[config.mk]
export PLATFORM = sky130hd
export DESIGN_NAME = dcounter_mod
export DESIGN_NICKNAME = d
export VERILOG_FILES = /design/src/rtl/dcounter_mod.sv
export SDC_FILE = /design/constraint.sdc
export NUM_CORES = 1
export LEC_CHECK = 0
export ABC_AREA = 1
export BUFFER_PORTS_ARGS = -buffer_cell sky130_fd_sc_hd__buf_4
export CORE_AREA = 4 4 41 43
export CTS_BUF_LIST = sky130_fd_sc_hd__clkbuf_8
export DETAILED_ROUTE_END_ITERATION = 8
export DIE_AREA = 0 0 45 47
export PLACE_DENSITY = 0.51
export SYNTH_ARGS = -nofsm -noshare
export SYNTH_HDL_FRONTEND = slang
export SYNTH_SLANG_ARGS = --single-unit
[constraint.sdc]
create_clock -name C -period 1.7 [get_ports C]
set_input_delay 0.085 -clock C [delete_from_list [all_inputs] [get_ports C]]
set_output_delay 0.085 -clock C [all_outputs]
set_load 0.02 [all_outputs]
[src/rtl/dcounter_mod.sv]
// Parametrised up/down modulo counter with wrap/saturate, load, TC and OV.
// Define DCELLS_CNT_GRAY_EN to add the Gray-coded state output G.
module dcounter_mod #(
    parameter int unsigned WIDTH     = 4,
    parameter int unsigned MODULUS   = 16,
    parameter int unsigned SATURATE  = 0,
    parameter int unsigned RESET_VAL = 0
) (
    input  logic             C,
    input  logic             RN,
    input  logic             EN,
    input  logic             UP,
    input  logic             LD,
    input  logic [WIDTH-1:0] D,
    output logic [WIDTH-1:0] Q,
    output logic [WIDTH-1:0] QN,
    output logic             TC,
    output logic             OV
`ifdef DCELLS_CNT_GRAY_EN
    ,
    output logic [WIDTH-1:0] G
`endif
);

    if (WIDTH < 1 || WIDTH > 16 || MODULUS < 2 || MODULUS > (1 << WIDTH) ||
        RESET_VAL >= MODULUS) begin : g_param_check
        $error("dcounter_mod: illegal WIDTH/MODULUS/RESET_VAL combination");
    end

    // One extra bit keeps MODULUS = 2^WIDTH representable for the load clamp.
    localparam logic [WIDTH:0]   MOD_W = (WIDTH+1)'(MODULUS);
    localparam logic [WIDTH-1:0] MAX_Q = WIDTH'(MODULUS - 1);
    localparam logic [WIDTH-1:0] RST_Q = WIDTH'(RESET_VAL);
    localparam logic [WIDTH-1:0] ONE_Q = WIDTH'(1);

    logic [WIDTH-1:0] count_q, count_d;
    logic             ov_q, ov_d;
    logic             at_max, at_zero, d_in_range;

    assign at_max     = (count_q == MAX_Q);
    assign at_zero    = (count_q == '0);
    assign d_in_range = ({1'b0, D} < MOD_W);

    always_comb begin
        // NOTE: defaults first so every path assigns count_d/ov_d and no latch is inferred.
        count_d = count_q;
        ov_d    = 1'b0;
        if (LD) begin
            count_d = d_in_range ? D : MAX_Q;
        end else if (EN) begin
            if (UP) begin
                if (at_max) begin
                    ov_d    = 1'b1;
                    count_d = (SATURATE != 0) ? count_q : '0;
                end else begin
                    count_d = count_q + ONE_Q;
                end
            end else begin
                if (at_zero) begin
                    ov_d    = 1'b1;
                    count_d = (SATURATE != 0) ? count_q : MAX_Q;
                end else begin
                    count_d = count_q - ONE_Q;
                end
            end
        end
    end

    // NOTE: non-blocking assignments for state; reset is asynchronous and acts without C.
    always_ff @(posedge C or negedge RN) begin
        if (!RN) begin
            count_q <= RST_Q;
            ov_q    <= 1'b0;
        end else begin
            count_q <= count_d;
            ov_q    <= ov_d;
        end
    end

    assign Q  = count_q;
    assign QN = ~count_q;
    assign OV = ov_q;
    // Zero-latency so a downstream stage can use TC directly as its EN.
    assign TC = EN & ~LD & ((UP & at_max) | (~UP & at_zero));

`ifdef DCELLS_CNT_GRAY_EN
    assign G = count_q ^ (count_q >> 1);
`endif

endmodule

==> run summary <==
status = finished clean
Max IR drop VDD = 0.4418 mV
Synth area leaders = dfrtp_1, nand2_1, nand3_1
post-DR vias/cell = 4.602
Root Buffer = clkbuf_8
Worst EP required = 1620 ps
total vias in the final route = 405
fill count = 145
Nets = 85
Final ANT Viol Nets = 0
Final Hold Viols = 0
Final setup violation count = 0
syn nets = 61
pwr dens = 983.3 nW/µm²
post-route insts no fill = 88
fin crit share = 90.38%
Pre-antenna DRT Iters = 4
share of cells above drive strength 1 = 32.88%
clk buf depth = 2
DIE HEIGHT = 47 µm
Synth top area share = 34.97%
vias in the first global route = 391
syn avg cell area = 7.157 µm²
dpl hpwl = 791.3 µm
H-Tree Depth = 1
worst min path class = input pin to flop
Initial Util = 27.50%
IO Pins = 19
Critical Path End Type = output port
Final Skew = 3.549 ps
placeable core area = 1301 µm²
initial antenna violation count = 0
Slew HR = 81.56%
Avg WL per Cell = 11.57 µm
flops & latches, synth = 5
ANT cells = 0
worst-skew pair later-pin latency = 220 ps
Total GRT Usage = 11.20%
Core Rows = 13
total power = 0.5585 mW
worst slew pin tran = 276.6 ps
Port Buffer Count = 18
Post-Syn Instances = 50
clock net sink count = 5
synthesized area = 357.8 µm²
GRT Residual Overflow = 0
Final Wtd Congestion = 0.7075
Die X = 45 µm
CP Launch Type = flop
Detailed Route WL = 1018 µm
Syn-to-layout area delta = 58.74%
Max Cap Viol = 0
DRC errors left = 0
commonest non-fill, non-tap cell in the layout = buf_4
Yosys cell types = 17
first-pass GRT wire length = 1690 µm
final setup TNS = 0 ps
pin count of the biggest net entering global routing = 8
Final Max Tran Viols = 0
commonest cells after routing, fill and taps aside = buf_4, nand2_1, inv_1, nand3_1, dfrtp_1
register area share after synthesis = 34.97%
Initial DRC Count = 7
crit path kind = flop to output port
Max Clk Rate = 650.9 MHz
CTS clock-pin slew for the worst setup and hold paths = 30 ps
worst-path maximum fanout = 6
RSZ-0062 raised after global routing = no
DIE AREA = 2115 µm²
TritonCTS Buffers = 3
DP Cell Count = 83
LEAKAGE = 0.3093 nW
Final Critical Period = 1536 ps
Yosys top cell by area = dfrtp_1
WP data arrival = 1450 ps
Yosys warning total = 0
CTS tree = done
post-layout util = 43.65%
## worst paths after layout
path                            start    to  slack, ps  cells after the start
max in group asynchronous          RN  Q[0]       1370                      2
worst min-delay path             D[1]  Q[1]         80                      3
worst max register to register   Q[0]  Q[2]        390                      6
min in group asynchronous          RN  Q[0]        210                      2
worst min register to register   Q[0]  Q[0]        580                      1
worst max-delay path             Q[1]    TC        160                      5
## cell usage after synthesis (all sizes together)
library cell / n
a21oi: 1
a22oi: 1
a31oi: 1
dfrtp: 5
ha: 2
inv: 8
nand2: 14
nand3: 6
nand4: 1
nor2: 3
nor3: 2
o211ai: 1
o21ai: 1
o221ai: 1
or2: 1
xor2: 2
## layer usage
metal / vias to the layer above / part of all wire (%) / track usage [%]
met4: 0 / 0 / 1.754
met3: 0 / 6.9 / 4.981
met5: - / 0 / 0
met1: 179 / 44 / 13.39
li1: 214 / - / -
met2: 12 / 49 / 18.93
## final cells by class
class                           count  area, µm²  share of cell area (%)
Clock inverter                      1      3.754                  0.6608
Multi-Input combinational cell     37      202.7                   35.68
Inverter                            8      30.03                   5.286
Tap cell                           15      18.77                   3.304
Sequential cell                     5      126.4                   22.25
Timing Repair Buffer               19      145.1                   25.55
Clock buffer                        3      41.29                   7.269
## power by group
group	total, mW	internal [mW]	leakage, nW	switching [mW]
clock network	0.214	0.155	0.0269	0.0590
registers	0.161	0.134	0.0606	0.0276
logic	0.183	0.0807	0.222	0.103
total	0.559	0.369	0.309	0.189
## metrics by stage
stage          hold WS, ps  instance area, µm²  setup slack, ps
2_1_floorplan       -210.6               357.8            74.10
3_3_place_gp        -108.4               511.7            334.1
3_5_place_dp        -105.7               511.7            320.5
4_1_cts              76.16               566.8            77.94
5_1_grt              105.2               568.0            45.45
6_report             78.47               568.0            163.6
## logic make-up after synthesis
group / count (synthesis) / share of synthesized area [%]
and+or+nand+nor: 27 / 32.52
adders and majority gates: 2 / 6.992
AOI/OAI and AO/OA: 6 / 12.24
xor gates and xnor gates: 2 / 4.896
DFF: 5 / 34.97
buffers and inverters: 8 / 8.392
## what timing repair did
| item | CTS | global route |
|---|---|---|
| buffers inserted | 0 | 0 |
| endpoints found under the setup margin | 0 | 1 |
| gates resized for setup | 0 | 1 |
| hold endpoints to repair | 5 | 0 |
| hold buffers | 1 | 0 |
## worst max-delay path, stage by stage, from the launching register on
cell	delay [ps]
dfrtp_1	440
inv_1	110
ha_1	230
a31oi_1	230
nor3_1	70
buf_4	160
## sequential cells by signal, indices dropped and copies added (netlist names)
signal	cells
Q	4
OV	1
Power figures use the tool's default switching activity.
